--- src/rtl/input_vc_sa_scheduler_if.sv ---
// Handshake bundle between the input VC buffers, the output arbiter and the
// per-input-port switch-allocation scheduler. The master modport is the
// scheduler itself. The slave modport is the surrounding router logic.
interface input_vc_sa_scheduler_if #(
   parameter int VC_NUM         = 4,
   parameter int OUT_PORT_NUM   = 5,
   parameter int VC_NUM_IDX_W   = (VC_NUM > 1) ? $clog2(VC_NUM) : 1,
   parameter int OUT_PORT_IDX_W = (OUT_PORT_NUM > 1) ? $clog2(OUT_PORT_NUM) : 1
);
   // head-of-queue status from the input VC buffers
   logic [VC_NUM-1:0]                          vc_head_vld_i;
   logic [VC_NUM-1:0][OUT_PORT_IDX_W-1:0]      vc_head_outport_i;

   // request / grant with the output arbiter
   logic                                       sa_req_vld_o;
   logic [VC_NUM_IDX_W-1:0]                    sa_req_vc_id_o;
   logic [OUT_PORT_IDX_W-1:0]                  sa_req_outport_o;
   logic                                       sa_gnt_i;

   // dequeue controls toward the input VC buffers
   logic                                       inport_read_enable_sa_stage_o;
   logic [VC_NUM_IDX_W-1:0]                    inport_read_vc_id_sa_stage_o;
   logic                                       inport_read_enable_st_stage_o;
   logic [VC_NUM_IDX_W-1:0]                    inport_read_vc_id_st_stage_o;
   logic [OUT_PORT_IDX_W-1:0]                  st_outport_o;

   // credit returns from the downstream routers
   logic [OUT_PORT_NUM-1:0]                    lcrd_v_i;
   logic [OUT_PORT_NUM-1:0][VC_NUM_IDX_W-1:0]  lcrd_id_i;

   modport master (
      input  vc_head_vld_i, vc_head_outport_i, sa_gnt_i, lcrd_v_i, lcrd_id_i,
      output sa_req_vld_o, sa_req_vc_id_o, sa_req_outport_o,
             inport_read_enable_sa_stage_o, inport_read_vc_id_sa_stage_o,
             inport_read_enable_st_stage_o, inport_read_vc_id_st_stage_o,
             st_outport_o
   );

   modport slave (
      output vc_head_vld_i, vc_head_outport_i, sa_gnt_i, lcrd_v_i, lcrd_id_i,
      input  sa_req_vld_o, sa_req_vc_id_o, sa_req_outport_o,
             inport_read_enable_sa_stage_o, inport_read_vc_id_sa_stage_o,
             inport_read_enable_st_stage_o, inport_read_vc_id_st_stage_o,
             st_outport_o
   );
endinterface

--- src/rtl/input_vc_sa_scheduler.sv ---
// First-stage switch allocation for one input port. It picks one eligible VC
// per cycle by round robin, offers it to the output arbiter, and dequeues it
// on grant. It also owns the downstream credit counters per (port, VC). The
// grant is re-timed by one cycle to drive the ST-stage data dequeue and the
// crossbar select.
module input_vc_sa_scheduler #(
   parameter int VC_NUM         = 4,
   parameter int VC_NUM_IDX_W   = (VC_NUM > 1) ? $clog2(VC_NUM) : 1,
   parameter int OUT_PORT_NUM   = 5,
   parameter int OUT_PORT_IDX_W = (OUT_PORT_NUM > 1) ? $clog2(OUT_PORT_NUM) : 1,
   parameter int VC_DEPTH       = 2,
   parameter int CRD_W          = $clog2(VC_DEPTH + 1)
) (
   input  logic                          clk,
   input  logic                          rstn,
   input_vc_sa_scheduler_if.master       bus
);

   localparam logic [CRD_W-1:0] CRD_FULL = CRD_W'(VC_DEPTH);

   // credit state: one counter per downstream (output port, VC)
   logic [CRD_W-1:0]            crd_reg  [OUT_PORT_NUM][VC_NUM];
   logic [CRD_W-1:0]            crd_next [OUT_PORT_NUM][VC_NUM];
   logic [OUT_PORT_NUM-1:0][VC_NUM-1:0] crd_inc;
   logic [OUT_PORT_NUM-1:0][VC_NUM-1:0] crd_dec;

   // round-robin fairness pointer
   logic [VC_NUM_IDX_W-1:0]     rr_ptr_reg;
   logic [VC_NUM_IDX_W-1:0]     rr_ptr_next;

   // candidate selection
   logic [VC_NUM-1:0]           elig;
   logic                        pick_vld;
   logic [VC_NUM_IDX_W-1:0]     pick_vc;
   logic [OUT_PORT_IDX_W-1:0]   pick_outport;
   logic                        sa_fire;

   // ST-stage pipeline register
   logic                        st_vld_reg;
   logic [VC_NUM_IDX_W-1:0]     st_vc_reg;
   logic [OUT_PORT_IDX_W-1:0]   st_outport_reg;

   // A VC is eligible when its head is valid and the registered credit for
   // its routed (port, VC) is non-zero. A routed port outside the legal range
   // finds no counter, so that VC is never eligible.
   genvar gi, gj;
   generate
      for (gi = 0; gi < VC_NUM; gi++) begin : g_elig
         logic [OUT_PORT_IDX_W-1:0] head_port;
         logic [CRD_W-1:0]          head_crd;

         assign head_port = bus.vc_head_outport_i[gi];

         // look up the credit of this VC on its routed port
         always_comb begin
            head_crd = '0;
            for (int p = 0; p < OUT_PORT_NUM; p++) begin
               if (head_port == OUT_PORT_IDX_W'(p)) begin
                  head_crd = crd_reg[p][gi];
               end
            end
         end

         assign elig[gi] = bus.vc_head_vld_i[gi] && (head_crd != '0);
      end
   endgenerate

   // first eligible VC scanning upward from rr_ptr, wrapping modulo VC_NUM
   always_comb begin
      int                      idx;
      logic [VC_NUM_IDX_W-1:0] idx_vc;
      pick_vld = 1'b0;
      pick_vc  = '0;
      idx      = 0;
      idx_vc   = '0;
      for (int k = 0; k < VC_NUM; k++) begin
         idx    = (int'(rr_ptr_reg) + k) % VC_NUM;
         idx_vc = VC_NUM_IDX_W'(idx);
         if (!pick_vld && elig[idx_vc]) begin
            pick_vld = 1'b1;
            pick_vc  = idx_vc;
         end
      end
   end

   // When nothing is eligible, the id and port outputs read as zero.
   assign pick_outport = pick_vld ? bus.vc_head_outport_i[pick_vc] : '0;
   assign sa_fire      = pick_vld && bus.sa_gnt_i;

   assign bus.sa_req_vld_o                  = pick_vld;
   assign bus.sa_req_vc_id_o                = pick_vc;
   assign bus.sa_req_outport_o              = pick_outport;
   assign bus.inport_read_enable_sa_stage_o = sa_fire;
   assign bus.inport_read_vc_id_sa_stage_o  = pick_vc;
   assign bus.inport_read_enable_st_stage_o = st_vld_reg;
   assign bus.inport_read_vc_id_st_stage_o  = st_vc_reg;
   assign bus.st_outport_o                  = st_outport_reg;

   // With a single VC the pointer never moves.
   generate
      if (VC_NUM == 1) begin : g_rr_const
         assign rr_ptr_next = '0;
      end else begin : g_rr_adv
         // on grant, the pointer moves just past the granted VC
         always_comb begin
            rr_ptr_next = rr_ptr_reg;
            if (sa_fire) begin
               rr_ptr_next = VC_NUM_IDX_W'((int'(pick_vc) + 1) % VC_NUM);
            end
         end
      end
   endgenerate

   // Per-counter increment (credit return) and decrement (granted flit)
   // strobes. Overflow and underflow are protocol errors, so simulation
   // flags them.
   generate
      for (gi = 0; gi < OUT_PORT_NUM; gi++) begin : g_crd_port
         for (gj = 0; gj < VC_NUM; gj++) begin : g_crd_vc
            assign crd_dec[gi][gj] = sa_fire
                                  && (pick_outport == OUT_PORT_IDX_W'(gi))
                                  && (pick_vc == VC_NUM_IDX_W'(gj));
            assign crd_inc[gi][gj] = bus.lcrd_v_i[gi]
                                  && (bus.lcrd_id_i[gi] == VC_NUM_IDX_W'(gj));

            a_crd_overflow: assert property (@(posedge clk) disable iff (!rstn)
               !(crd_inc[gi][gj] && !crd_dec[gi][gj] && (crd_reg[gi][gj] == CRD_FULL)));
            a_crd_underflow: assert property (@(posedge clk) disable iff (!rstn)
               !(crd_dec[gi][gj] && !crd_inc[gi][gj] && (crd_reg[gi][gj] == '0)));
         end
      end
   endgenerate

   // Next credit values. A simultaneous return and grant on one counter
   // cancel. Illegal moves saturate instead of wrapping.
   always_comb begin
      for (int p = 0; p < OUT_PORT_NUM; p++) begin
         for (int v = 0; v < VC_NUM; v++) begin
            crd_next[p][v] = crd_reg[p][v];
            if (crd_inc[p][v] && !crd_dec[p][v] && (crd_reg[p][v] != CRD_FULL)) begin
               crd_next[p][v] = crd_reg[p][v] + CRD_W'(1);
            end else if (crd_dec[p][v] && !crd_inc[p][v] && (crd_reg[p][v] != '0)) begin
               crd_next[p][v] = crd_reg[p][v] - CRD_W'(1);
            end
         end
      end
   end

   // credit counters and round-robin pointer; reset restores full credit
   always_ff @(posedge clk or negedge rstn) begin
      if (!rstn) begin
         rr_ptr_reg <= '0;
         for (int p = 0; p < OUT_PORT_NUM; p++) begin
            for (int v = 0; v < VC_NUM; v++) begin
               crd_reg[p][v] <= CRD_FULL;
            end
         end
      end else begin
         rr_ptr_reg <= rr_ptr_next;
         for (int p = 0; p < OUT_PORT_NUM; p++) begin
            for (int v = 0; v < VC_NUM; v++) begin
               crd_reg[p][v] <= crd_next[p][v];
            end
         end
      end
   end

   // One-cycle SA-to-ST re-timing of the grant. Id and port are held between
   // grants, and reset drops a pending ST dequeue.
   always_ff @(posedge clk or negedge rstn) begin
      if (!rstn) begin
         st_vld_reg     <= 1'b0;
         st_vc_reg      <= '0;
         st_outport_reg <= '0;
      end else begin
         st_vld_reg <= sa_fire;
         if (sa_fire) begin
            st_vc_reg      <= pick_vc;
            st_outport_reg <= pick_outport;
         end
      end
   end

endmodule

--- src/flat_wrapper.sv ---
// flat-port wrapper written by rule: the top's interface ports become plain ports
module input_vc_sa_scheduler_flat 
#(
   parameter int VC_NUM         = 4,
   parameter int VC_NUM_IDX_W   = (VC_NUM > 1) ? $clog2(VC_NUM) : 1,
   parameter int OUT_PORT_NUM   = 5,
   parameter int OUT_PORT_IDX_W = (OUT_PORT_NUM > 1) ? $clog2(OUT_PORT_NUM) : 1,
   parameter int VC_DEPTH       = 2,
   parameter int CRD_W          = $clog2(VC_DEPTH + 1)
)
  (clk, rstn, bus_vc_head_vld_i, bus_vc_head_outport_i, bus_sa_gnt_i, bus_lcrd_v_i, bus_lcrd_id_i, bus_sa_req_vld_o, bus_sa_req_vc_id_o, bus_sa_req_outport_o, bus_inport_read_enable_sa_stage_o, bus_inport_read_vc_id_sa_stage_o, bus_inport_read_enable_st_stage_o, bus_inport_read_vc_id_st_stage_o, bus_st_outport_o);
  input_vc_sa_scheduler_if #(.VC_NUM(VC_NUM), .OUT_PORT_NUM(OUT_PORT_NUM), .VC_NUM_IDX_W(VC_NUM_IDX_W), .OUT_PORT_IDX_W(OUT_PORT_IDX_W)) bus_i ();
  input  logic clk;
  input  logic rstn;
  input wire logic [$bits(bus_i.vc_head_vld_i)-1:0] bus_vc_head_vld_i;
  input wire logic [$bits(bus_i.vc_head_outport_i)-1:0] bus_vc_head_outport_i;
  input wire logic [$bits(bus_i.sa_gnt_i)-1:0] bus_sa_gnt_i;
  input wire logic [$bits(bus_i.lcrd_v_i)-1:0] bus_lcrd_v_i;
  input wire logic [$bits(bus_i.lcrd_id_i)-1:0] bus_lcrd_id_i;
  output wire logic [$bits(bus_i.sa_req_vld_o)-1:0] bus_sa_req_vld_o;
  output wire logic [$bits(bus_i.sa_req_vc_id_o)-1:0] bus_sa_req_vc_id_o;
  output wire logic [$bits(bus_i.sa_req_outport_o)-1:0] bus_sa_req_outport_o;
  output wire logic [$bits(bus_i.inport_read_enable_sa_stage_o)-1:0] bus_inport_read_enable_sa_stage_o;
  output wire logic [$bits(bus_i.inport_read_vc_id_sa_stage_o)-1:0] bus_inport_read_vc_id_sa_stage_o;
  output wire logic [$bits(bus_i.inport_read_enable_st_stage_o)-1:0] bus_inport_read_enable_st_stage_o;
  output wire logic [$bits(bus_i.inport_read_vc_id_st_stage_o)-1:0] bus_inport_read_vc_id_st_stage_o;
  output wire logic [$bits(bus_i.st_outport_o)-1:0] bus_st_outport_o;
  assign bus_i.vc_head_vld_i = bus_vc_head_vld_i;
  assign bus_i.vc_head_outport_i = bus_vc_head_outport_i;
  assign bus_i.sa_gnt_i = bus_sa_gnt_i;
  assign bus_i.lcrd_v_i = bus_lcrd_v_i;
  assign bus_i.lcrd_id_i = bus_lcrd_id_i;
  assign bus_sa_req_vld_o = bus_i.sa_req_vld_o;
  assign bus_sa_req_vc_id_o = bus_i.sa_req_vc_id_o;
  assign bus_sa_req_outport_o = bus_i.sa_req_outport_o;
  assign bus_inport_read_enable_sa_stage_o = bus_i.inport_read_enable_sa_stage_o;
  assign bus_inport_read_vc_id_sa_stage_o = bus_i.inport_read_vc_id_sa_stage_o;
  assign bus_inport_read_enable_st_stage_o = bus_i.inport_read_enable_st_stage_o;
  assign bus_inport_read_vc_id_st_stage_o = bus_i.inport_read_vc_id_st_stage_o;
  assign bus_st_outport_o = bus_i.st_outport_o;
  input_vc_sa_scheduler #(.VC_NUM(VC_NUM), .VC_NUM_IDX_W(VC_NUM_IDX_W), .OUT_PORT_NUM(OUT_PORT_NUM), .OUT_PORT_IDX_W(OUT_PORT_IDX_W), .VC_DEPTH(VC_DEPTH), .CRD_W(CRD_W)) u_core (.clk(clk), .rstn(rstn), .bus(bus_i));
endmodule
--- config.mk ---
export PLATFORM = sky130hd
export DESIGN_NAME = input_vc_sa_scheduler_flat
export DESIGN_NICKNAME = d
export VERILOG_FILES = /design/src/rtl/input_vc_sa_scheduler_if.sv /design/src/rtl/input_vc_sa_scheduler.sv /design/src/flat_wrapper.sv
export SDC_FILE = /design/constraint.sdc
export NUM_CORES = 1
export LEC_CHECK = 0
export ABC_AREA = 1
export CELL_PAD_IN_SITES_DETAIL_PLACEMENT = 1
export CELL_PAD_IN_SITES_GLOBAL_PLACEMENT = 2
export CORE_MARGIN = 2
export CORE_UTILIZATION = 31
export DETAILED_ROUTE_END_ITERATION = 10
export GPL_ROUTABILITY_DRIVEN = 0
export PLACE_DENSITY = 0.92
export SYNTH_ARGS = -nofsm -noshare
export SYNTH_HDL_FRONTEND = slang
export SYNTH_SLANG_ARGS = --single-unit
--- constraint.sdc ---
create_clock -name clk -period 3.2 [get_ports clk]
set_clock_uncertainty 0.15 [all_clocks]
set_input_delay 0.64 -clock clk [delete_from_list [all_inputs] [get_ports clk]]
set_output_delay 0.64 -clock clk [all_outputs]
set_load 0.005 [all_outputs]
* Yosys cells after proc, flatten, opt, wreduce, memory -nomap -nowiden
Cells that the tools add are included.
Operators by class: add/sub/neg operators 44, $lt $le $gt $ge 5, eq/ne operators 58, multiplexer cells 79, reduce and logical (&&, ||, !) cells 231
Operators by type and width (count):
- logical AND 1 bit | 133
- 2-to-1 mux 2 bit | 64
- nonzero test 2 bit | 44
- adder 2 x 1 -> 2 bit (second input constant) | 22
- logical NOT 1 bit | 43
- != test 2 bit (second input constant) | 20
- subtractor 2 x 1 -> 2 bit (second input constant) | 20
- equality test 3 x 2 -> 1 bit (second input constant) | 10
- equality test 2 bit (second input constant) | 12
- equality test 3 x 1 -> 1 bit (second input constant) | 5
- equality test 3 bit (second input constant) | 5
- logical NOT 3 bit | 5
- less-than comparator 2 x 3 -> 1 bit (second input constant) | 5
- equality test 2 x 1 -> 1 bit (second input constant) | 6
- logical NOT 2 bit | 6
- binary-select mux 1 bit (select 2 bit) | 4
- 2-to-1 mux 1 bit | 8
- binary-select mux 3 bit (select 2 bit) | 1
- 2-to-1 mux 3 bit | 2
- adder 2 bit (second input constant) | 2
Storage, ports and cells: bits in registers 48, bits of input ports 34, logic and storage cells 441

* Logic depth before layout (Yosys ltp)
Gate-level depths: netlist of run 1.
word-level depth 30, gate-level depth with buffers 27

* Worst setup path after synthesis of run 1
Ideal clock, no wire load.
path kind input to output, start input port bus_vc_head_outport_i[7], end output port bus_sa_req_outport_o[1], arrival 2.306 ns, data required time 2.410 ns, path slack 0.104 ns, stages on the path 17, path buffers 1, cell sequence nor2_1 -> nand2_1 -> nand3_1 -> nand2_1 -> nand2_1 -> nand2_1 -> nand3_2 -> nand2_2 -> o21ai_4 -> nand4_1 -> nand3_1 -> nand2_2 -> inv_1 -> nand3_1 -> nand3_4 -> buf_6 -> inv_1
On the way: longest elaborated chain between the ends 23, elaborated cells between the ends (all ways) 37
RTL lines:
- start: declaration | RTL line flat_wrapper.sv:16 | input wire logic [$bits(bus_i.vc_head_outport_i)-1:0] bus_vc_head_outport_i;
- logical NOT 3 bit | RTL line input_vc_sa_scheduler.sv:58 | if (head_port == OUT_PORT_IDX_W'(p)) begin
- 2-to-1 mux 2 bit (4 in a row) | RTL line input_vc_sa_scheduler.sv:58
- 2-to-1 mux 2 bit (*) | RTL line input_vc_sa_scheduler.sv:58
- nonzero test 2 bit (*) | RTL line input_vc_sa_scheduler.sv:64 | assign elig[gi] = bus.vc_head_vld_i[gi] && (head_crd != '0);
- logical AND 1 bit (*) | RTL line input_vc_sa_scheduler.sv:64
- binary-select mux 1 bit (select 2 bit) | RTL line input_vc_sa_scheduler.sv:79 | if (!pick_vld && elig[idx_vc]) begin
- 2-to-1 mux 1 bit (implied by the code) | RTL line input_vc_sa_scheduler.sv:79
- 2-to-1 mux 1 bit | RTL line input_vc_sa_scheduler.sv:79
- [5 not listed]
- 2-to-1 mux 1 bit | RTL line input_vc_sa_scheduler.sv:79
- logical NOT 1 bit | RTL line input_vc_sa_scheduler.sv:79
- logical AND 1 bit | RTL line input_vc_sa_scheduler.sv:79
- 2-to-1 mux 2 bit (*) | RTL line input_vc_sa_scheduler.sv:79
- net bus_inport_read_vc_id_sa_stage_o[1] | RTL line flat_wrapper.sv:24 | output wire logic [$bits(bus_i.inport_read_vc_id_sa_stage_o)-1:0] bus_inport_read_vc_id_sa_stage_o;
- binary-select mux 3 bit (select 2 bit) (*) | RTL line input_vc_sa_scheduler.sv:87 | assign pick_outport = pick_vld ? bus.vc_head_outport_i[pick_vc] : '0;
- 2-to-1 mux 3 bit (implied by the code) (*) | RTL line input_vc_sa_scheduler.sv:87
- 2-to-1 mux 3 bit (*) | RTL line input_vc_sa_scheduler.sv:87
- end: declaration | RTL line flat_wrapper.sv:22 | output wire logic [$bits(bus_i.sa_req_outport_o)-1:0] bus_sa_req_outport_o;
Mark *: on every way through the listed nets, which the timed path passes. The rest lies on a longest branch. The select of a mux whose other input is x is not followed.

* Worst setup path in the final report of run 1
start register u_core.crd_reg[19] in the netlist's numbering, end output port bus_sa_req_outport_o[2]
On the way: longest elaborated chain between the ends 20, elaborated cells between the ends (all ways) 30
RTL lines:
- start: declaration | RTL line input_vc_sa_scheduler.sv:22 | logic [CRD_W-1:0] crd_reg [OUT_PORT_NUM][VC_NUM];
- start signal: indexed assignment | RTL line input_vc_sa_scheduler.sv:162 | crd_reg[p][v] <= crd_next[p][v];
- 2-to-1 mux 2 bit (*) (3 in a row) | RTL line input_vc_sa_scheduler.sv:58
- nonzero test 2 bit (*) | RTL line input_vc_sa_scheduler.sv:64
- logical AND 1 bit (*) | RTL line input_vc_sa_scheduler.sv:64
- binary-select mux 1 bit (select 2 bit) | RTL line input_vc_sa_scheduler.sv:79
- 2-to-1 mux 1 bit (implied by the code) | RTL line input_vc_sa_scheduler.sv:79
- 2-to-1 mux 1 bit | RTL line input_vc_sa_scheduler.sv:79
- logical NOT 1 bit | RTL line input_vc_sa_scheduler.sv:79
- logical AND 1 bit | RTL line input_vc_sa_scheduler.sv:79
- [2 not listed]
- logical AND 1 bit | RTL line input_vc_sa_scheduler.sv:79
- 2-to-1 mux 1 bit | RTL line input_vc_sa_scheduler.sv:79
- logical NOT 1 bit | RTL line input_vc_sa_scheduler.sv:79
- logical AND 1 bit | RTL line input_vc_sa_scheduler.sv:79
- 2-to-1 mux 2 bit | RTL line input_vc_sa_scheduler.sv:79
- binary-select mux 3 bit (select 2 bit) | RTL line input_vc_sa_scheduler.sv:87
- 2-to-1 mux 3 bit (implied by the code) | RTL line input_vc_sa_scheduler.sv:87
- 2-to-1 mux 3 bit (*) | RTL line input_vc_sa_scheduler.sv:87
Mark *: on every way between the ends. The rest lies on a longest branch, timed or not. The select of a mux whose other input is x is not followed.

==> impl_metrics.yaml, run 1 <==
status:
  status: "complete, but fails checks"
  violations: "setup timing"
logic_synthesis:
  synth-simple-area-share_pct: 49.73
  synth_cells: 584
  ys_ff_latch: 48
  syn_avg_cell_area_um2: 6.648
  yosysWarnings: 0
  synth_fa_ha_area_share_pct: 1.289
  ys_types: 33
  synth-xor-area-share_pct: 0.2256
  synth_fp_nets: 622
  ys_seq_area_share_pct: 31.58
  synth-compound-area-share_pct: 5.930
  synth.area.mux_share_pct: 0
  synthesis.area_um2: 3882
  synth_top_family_by_area: "simple AND/OR/NAND/NOR gates"
timing:
  period_share_pct: 119.2
  report.final.hold_viol_count: 0
  period_needed_ps: 3813
  setup_viol: 48
  final.setup.worst_slack_ps: -613.2
  tightest_slew_ps: 659.3
  maxSlewViolCount: 0
  rsz0062_at_grt: "true"
  maxSlewHeadroom_pct: 55.71
  clock.fmax_mhz: 262.2
drt:
  drc_errors: 0
  avgViaCountPerCell: 5.611
  wirelength_um: 22340
  ant_nets: 0
  vias: 5269
  drt_iter0_drc: 405
  drtPass1Iterations: 5
  wl_per_cell_um: 23.79
cts:
  cts_hold_buffers: 0
  htreeDepth: 2
  clk_latency_ps: 310
  cts_tree: "yes"
  clock_path_buffers: 2
  root_buffer: "clkbuf_16"
  cts.sinks: 48
  numCtsBuffers: 5
  clkTransAtPathRegs_ps: 70
cells_and_area:
  drive_above_1_share_pct: 53.18
  stdcell_count: 939
  largest_register_ffs: 40
  fill_cells: 1467
  syn2layout_area_growth_pct: 78.54
  insertedDiodeCount: 0
  nNetsFinal: 808
grt:
  grt_pass1_wl_um: 26400
  grtUsageMet3_pct: 3.818
  overflow: 0
  grt_use_total_pct: 25.83
  antenna_found_initial: 0
  grt_start_max_net_pins: 19
  use_met2_pct: 49.36
  met1_usage_pct: 27.50
  grt_pass1_vias: 5233
  top_usage_layer: "met2"
die:
  core_um2: 12110
  num_rows: 40
  die-height_um: 115.9
  fp.dieArea_um2: 13440
  start_util_pct: 32.06
  pin_count: 49
  die_w_um: 115.9
worst_setup_path:
  worstPathArrival_ps: 3020
  endpoint: "bus_sa_req_outport_o[2]"
  r2r_cells: 24
  path_max_fanout: 5
  reg2reg_slack_ps: -340
  cp.required_ps: 2410
  timing.rr.start: "u_core.crd_reg[19]"
  endpoint_kind: "output pin"
  worst-setup-path-type: "reg -> out"
  crit_start: "u_core.crd_reg[19]"
  start_kind: "flop"
  reg2reg_to: "u_core.crd_reg[16]"
placement:
  dp_hpwl_um: 11470
  numPortBuffers: 48
  dp.cells: 884
hold_path:
  hp-class: "in -> async"
job:
  cap_viol_max_count: 0
## per-layer routing
layer,vias up,wire length (um)
li1,2306,-
met1,2612,8030
met2,235,11360
met3,116,1123
met4,0,1827
met5,-,0
## synth_stat cells, drive strengths merged
cell type | instances | share of area, %
nand2 | 176 | 19
nand3 | 143 | 20
inv | 97 | 9.4
dfrtp | 28 | 18
nor3 | 24 | 3.4
dfstp | 20 | 14
nand4 | 20 | 3.6
nor2 | 20 | 2.9
o21ai | 20 | 2.9
buf | 9 | 1.7
a21oi | 6 | 0.77
o2111ai | 5 | 1.1
ha | 4 | 1.3
o21bai | 3 | 0.58
clkbuf | 2 | 0.19
nand3b | 2 | 0.39
o211ai | 2 | 0.39
a21boi | 1 | 0.19
or2 | 1 | 0.16
xnor2 | 1 | 0.23
## per-stage QoR
stage / utilization, % / TNS, ps / worst slack (ps) / hold WS [ps] / area [um^2]
3_5_place_dp: 43.21 / -42240 / -1194 / 331.7 / 5234
4_1_cts: 48.68 / -644.5 / -171.7 / 143.4 / 5896
5_1_grt: 57.23 / -15760 / -657.5 / 159.5 / 6932
2_1_floorplan: - / 0 / 103.6 / 194.4 / 3882
6_report: 57.23 / -11620 / -613.2 / 122.8 / 6932
3_3_place_gp: 43.21 / -36550 / -1094 / 318.5 / 5234
## cell type report
| class | count | area, um^2 | share of cell area (%) |
|---|---|---|---|
| multi-input cells | 428 | 3229 | 46.59 |
| repair buffers | 190 | 1720 | 24.82 |
| flip-flops and latches | 48 | 1227 | 17.71 |
| inverters | 97 | 376.6 | 5.433 |
| well taps | 168 | 210.2 | 3.032 |
| clock buffers | 5 | 125.1 | 1.805 |
| clock inverters | 3 | 42.54 | 0.6137 |
## placed cells by master, fill, tap and decap left out, types with 20 or more instances in the layout
cell type	instances
dfrtp_1	27
nand2_4	25
inv_2	21
buf_6	25
nand2_1	92
clkdlybuf4s50_1	25
dfstp_2	20
inv_1	72
nand2_2	55
nor3_1	20
buf_4	114
nand3_4	26
nand3_1	71
nand3_2	46
## cells by family (layout without fill, tap and decap cells)
logic type | after synthesis | in the layout
xor+xnor | 1 | 1
buf+inv | 108 | 295
fa+ha+maj | 4 | 4
flops | 48 | 48
simple gates | 386 | 386
compound gates | 37 | 37
## worst max-delay path, stage by stage, from the launching register on
cell and delay [ps]:
dfstp_2 550, inv_2 40, nand3_2 80, nand3b_1 110, nand2_2 110, nand2_4 60, nand2_4 130, nand3_4 140
nand3_4 120, nand2_4 90, nand2_4 90, nand2_4 70, buf_12 140, nand2_8 90, nand2_8 80, buf_8 140
nand2_2 150, nand3_4 140, a21boi_2 220, buf_2 150
## timing repair
action	4_1_cts	5_1_grt
endpoints found under the setup margin	52	51
resized for setup	165	208
pin swaps	41	90
buffers inserted	19	28
## worst min-delay path by stage
stage                     cells past startpoint                                         end                                  startpoint  slack, ps
after floorplan                               0    u_core.bus.inport_read_enable_st_stage_o                                        rstn        190
after global placement                        2  u_core.bus.inport_read_vc_id_st_stage_o[0]  u_core.bus.inport_read_vc_id_st_stage_o[0]        320
after detailed placement                      2  u_core.bus.inport_read_vc_id_st_stage_o[0]  u_core.bus.inport_read_vc_id_st_stage_o[0]        330
after CTS                                     1                          u_core.crd_reg[12]                                        rstn        140
after global routing                          1                          u_core.crd_reg[12]                                        rstn        160
final                                         1                          u_core.crd_reg[12]                                        rstn        120
Power of run 1 is left out: the tool's default activity adds up to more than one toggle a clock period on the data nets, which glitch-free logic cannot reach.
==> inputs of run 2 (changes only) <==
SETUP_SLACK_MARGIN = 0.05   (was unset)
==> run 2 against run 1 <==
Effect of this change:
- register-to-register slack better by 30 ps
- the run still ends with setup timing left
- critical path depth did not move
- hold slack improved by 2.4 ps
- highest routed layer unchanged
- global-route usage rose by 0.61 points
==> impl_metrics.yaml, run 2 (synthesis results as in run 1) <==
power_and_ir_drop:
  p_per_area_nw_per_um2: 1443
  leakagePower_nw: 3.106
  ir_drop_mv: 0.6027
  power_mw: 9.560
job:
  cap_viol_max_count: 0
worst_setup_path:
  cpMaxStageDelayCell: "dfrtp_1"
  crit_start: "u_core.crd_reg[16]"
  worst_path_most_repeated_cell: "nand3_4"
  path_max_fanout: 4
  worst-setup-path-type: "reg -> out"
  path_cells: "inv_1 > nand3_1 > nand3_1 > nand2_1 > nand2_1 > nand2_2 > nand3_4 > nand2_4 > o21ai_4 > buf_6 > nand4_1 > nand3_2 > nand2_2 > inv_2 > buf_6 > nand3_4 > nand3_4 > inv_2 > buf_2"
  timing.rr.start: "u_core.crd_reg[17]"
  cp.required_ps: 2410
  r2r_cells: 24
  worstPathArrival_ps: 2830
  start_kind: "flop"
  endpoint_kind: "output pin"
  reg2reg_to: "u_core.crd_reg[16]"
  reg2reg_slack_ps: -310
  critPathMaxStageDelay_ps: 420
timing:
  period_share_pct: 113.1
  tightest_slew_ps: 624.6
  period_needed_ps: 3620
  maxSlewHeadroom_pct: 58.04
  clock.fmax_mhz: 276.2
  rsz0062_at_grt: "true"
  final.setup.worst_slack_ps: -420.4
  setup_viol: 49
  report.final.hold_viol_count: 0
  maxSlewViolCount: 0
  whs_ps: 125.1
cts:
  clock_path_buffers: 2
  numCtsBuffers: 5
  cts_tree: "yes"
  cts_hold_buffers: 0
  clkTransAtPathRegs_ps: 80
  cts.sinks: 48
  root_buffer: "clkbuf_16"
  htreeDepth: 2
  clk_latency_ps: 310
placement:
  dp_hpwl_um: 11470
  numPortBuffers: 48
cells_and_area:
  drive_above_1_share_pct: 47.79
  nNetsFinal: 807
  syn2layout_area_growth_pct: 70.64
  largest_register_ffs: 40
  final_common_cell: "buf_4"
  mostFrequentLayoutCells: "buf_4, nand2_1, nand3_1"
  insertedDiodeCount: 0
  fill_cells: 1521
die:
  num_rows: 40
  start_util_pct: 32.06
  die-height_um: 115.9
  pin_count: 49
  core_um2: 12110
  fp.dieArea_um2: 13440
  die_w_um: 115.9
drt:
  ant_nets: 0
  drc_errors: 0
  wl_met3_um: 837
  vias: 5196
  wl_per_cell_um: 22.00
  wl_met1_um: 7715
  drt_iter0_drc: 295
  drtPass1Iterations: 5
  wl_met2_um: 10590
  wirelength_um: 20640
  maxUsedRoutingLayer: "met4"
  avgViaCountPerCell: 5.539
hold_path:
  hp-class: "in -> async"
grt:
  grt_use_total_pct: 26.44
  grt_pass1_vias: 5399
  antenna_found_initial: 0
  grt_pass1_wl_um: 27260
  grt_start_max_net_pins: 19
  overflow: 0
status:
  status: "complete, but fails checks"
  violations: "setup timing"
## run 2: changes by cell type in the layout (fill, tap and decap cells not counted), sizes merged
| cell | change |
|---|---|
| buf | -5 |
| dlygate4sd2 | +1 |
| clkbuf | +1 |
| clkdlybuf4s15 | +2 |
## run 2: timing repair
item | in CTS | in global routing
buffers inserted | 22 | 24
pin swaps | 43 | 62
resized for setup | 183 | 117
cloned | 0 | 1
setup endpoints to repair | 53 | 50
## run 2: per-layer routing
metal,global-route usage [%],vias up
met4,15.32,0
li1,-,2299
met5,0,-
met3,3.975,101
met2,49.32,198
met1,28.20,2598
## run 2: area by class of cell
cell class | instances | area (um^2) | share of cell area, %
Multi-Input combinational cell | 428 | 2992 | 45.16
Timing Repair Buffer | 189 | 1662 | 25.08
Sequential cell | 48 | 1227 | 18.53
Inverter | 97 | 366.6 | 5.534
Tap cell | 168 | 210.2 | 3.173
Clock buffer | 5 | 125.1 | 1.889
Clock inverter | 3 | 42.54 | 0.6421
## run 2: how the worst max path moves through the flow
stage,slack (ps),to,depth (start not counted)
2_1_floorplan,100,bus_sa_req_outport_o[1],17
3_3_place_gp,-1090,bus_sa_req_outport_o[2],16
3_5_place_dp,-1190,bus_sa_req_outport_o[2],18
4_1_cts,-170,bus_sa_req_outport_o[2],20
5_1_grt,-540,bus_sa_req_outport_o[1],19
6_report,-420,bus_sa_req_outport_o[1],19
## run 2: power breakdown
group	internal (mW)	switching [mW]	total, mW	leakage [nW]
combinational	3.37	4.28	7.64	2.49
sequential	1.02	0.271	1.29	0.535
clock	0.368	0.262	0.630	0.0798
## run 2: critical path, delay by kind of cell, from the launching register on
family                 cells  cell delay, ps
and+or+nand+nor           12            1190
buffers and inverters      6             640
DFF                        1             420
AOI/OAI and AO/OA          1             250
## run 2: per-stage QoR
step	instances	setup slack, ps	cell area (um^2)	TNS (ps)	util (%)
2_1_floorplan	584	103.6	3882	0	-
3_3_place_gp	884	-1094	5234	-36550	43.21
3_5_place_dp	884	-1194	5234	-42240	43.21
4_1_cts	914	-171.7	5988	-698.4	49.44
5_1_grt	938	-539.6	6625	-18950	54.70
6_report	938	-420.4	6625	-11840	54.70
Power figures use the tool's default switching activity.
==> variant: new RTL, flow settings as in run 2 <==
`VC_NUM` is set to 4 in 3 places; all go to 2.
--- a/src/rtl/input_vc_sa_scheduler_if.sv
+++ b/src/rtl/input_vc_sa_scheduler_if.sv
@@ -3,5 +3,5 @@
 // scheduler itself. The slave modport is the surrounding router logic.
 interface input_vc_sa_scheduler_if #(
-   parameter int VC_NUM         = 4,
+   parameter int VC_NUM         = 2,
    parameter int OUT_PORT_NUM   = 5,
    parameter int VC_NUM_IDX_W   = (VC_NUM > 1) ? $clog2(VC_NUM) : 1,
--- a/src/rtl/input_vc_sa_scheduler.sv
+++ b/src/rtl/input_vc_sa_scheduler.sv
@@ -5,5 +5,5 @@
 // crossbar select.
 module input_vc_sa_scheduler #(
-   parameter int VC_NUM         = 4,
+   parameter int VC_NUM         = 2,
    parameter int VC_NUM_IDX_W   = (VC_NUM > 1) ? $clog2(VC_NUM) : 1,
    parameter int OUT_PORT_NUM   = 5,
--- a/src/flat_wrapper.sv
+++ b/src/flat_wrapper.sv
@@ -2,5 +2,5 @@
 module input_vc_sa_scheduler_flat 
 #(
-   parameter int VC_NUM         = 4,
+   parameter int VC_NUM         = 2,
    parameter int VC_NUM_IDX_W   = (VC_NUM > 1) ? $clog2(VC_NUM) : 1,
    parameter int OUT_PORT_NUM   = 5,
Interface: changed (6 resized); port bits go from 49 to 33. The function was not compared with the original's and may differ.
==> variant against run 2 <==
Setup slack gained 550 ps. Total power is 81% lower. Maximum frequency rose by 18%. Design area down 61%. Die area shrank 49%. Global-route usage fell by 8.8 points. Synthesized area fell by 51%. Combinational power down 89%. Routed wire length shrank 73%. Register-to-register slack improved by 1000 ps. Sequential cell count is 22 lower. Non-clock buffer count is 134 lower. Critical path type is now primary input to output pin.
==> variant: results <==
[status]
status = "finished, final reports clean"

[critical_path]
cp.arrival_ps = 2280
critPathMaxFanout = 2
regToRegEndpoint = "u_core.crd_reg[4]"
max_stage_delay_ps = 470
r2r_cells = 18
crit_end = "bus_sa_req_outport_o[2]"

[timing]
fin_hold_ws_ps = 338
tightest_slew_ps = 356
max_freq_ghz = 0.325

[final_layout]
nNetsFinal = 348
area_growth_pct = 35.3
largest_register_ff_count = 20
final_cells = 401
multi_input_gates = 197

[grt]
met1_usage_pct = 21.7
grt_pass1_wl_um = 9100
grt_use_total_pct = 17.7
grt_pass1_vias = 1989
met2_usage_pct = 32.8

[synthesis]
avgSynthCellArea_sq_um = 7.06
ys_top_cells_by_count = "84 x nand2_1, 48 x nand3_1, 41 x inv_1"

[drt]
wl_met2_um = 2840
wl_met1_um = 2570
drt_iter0_drc = 69

[clock_tree]
clk_latency_ps = 270
postCtsSetupBuffers = 3
h-tree-depth = 1

[pwr]
vdd_drop_max_uv = 258

[placement]
placed_cell_area_sq_um = 2440
-- variant: cell count changes after synthesis, sizes merged, moves of 3 or more --
cell and change:
buf -5, dfstp -10, o2111ai -4, inv -53, nand4 -12, nand3 -84, ha -4, nor3 -23
o21ai -13, o21bai -3, dfrtp -12, nand2 -79, nor2 -6
-- variant: logic make-up (layout without fill, tap and decap cells) --
family	count (synthesis)	count (layout)	share of synthesized area (%)
DFF	26	26	34.7
buffers and inverters	48	103	10.2
and+or+nand+nor	180	180	49.2
AOI/OAI and AO/OA	17	17	5.89
-- variant: where the power goes --
part | total (uW) | leakage, uW | internal [uW] | switching (uW)
clock | 277 | 0.0000357 | 167 | 109
combinational | 808 | 0.00103 | 346 | 462
sequential | 686 | 0.000302 | 534 | 152
total | 1770 | 0.00137 | 1050 | 723
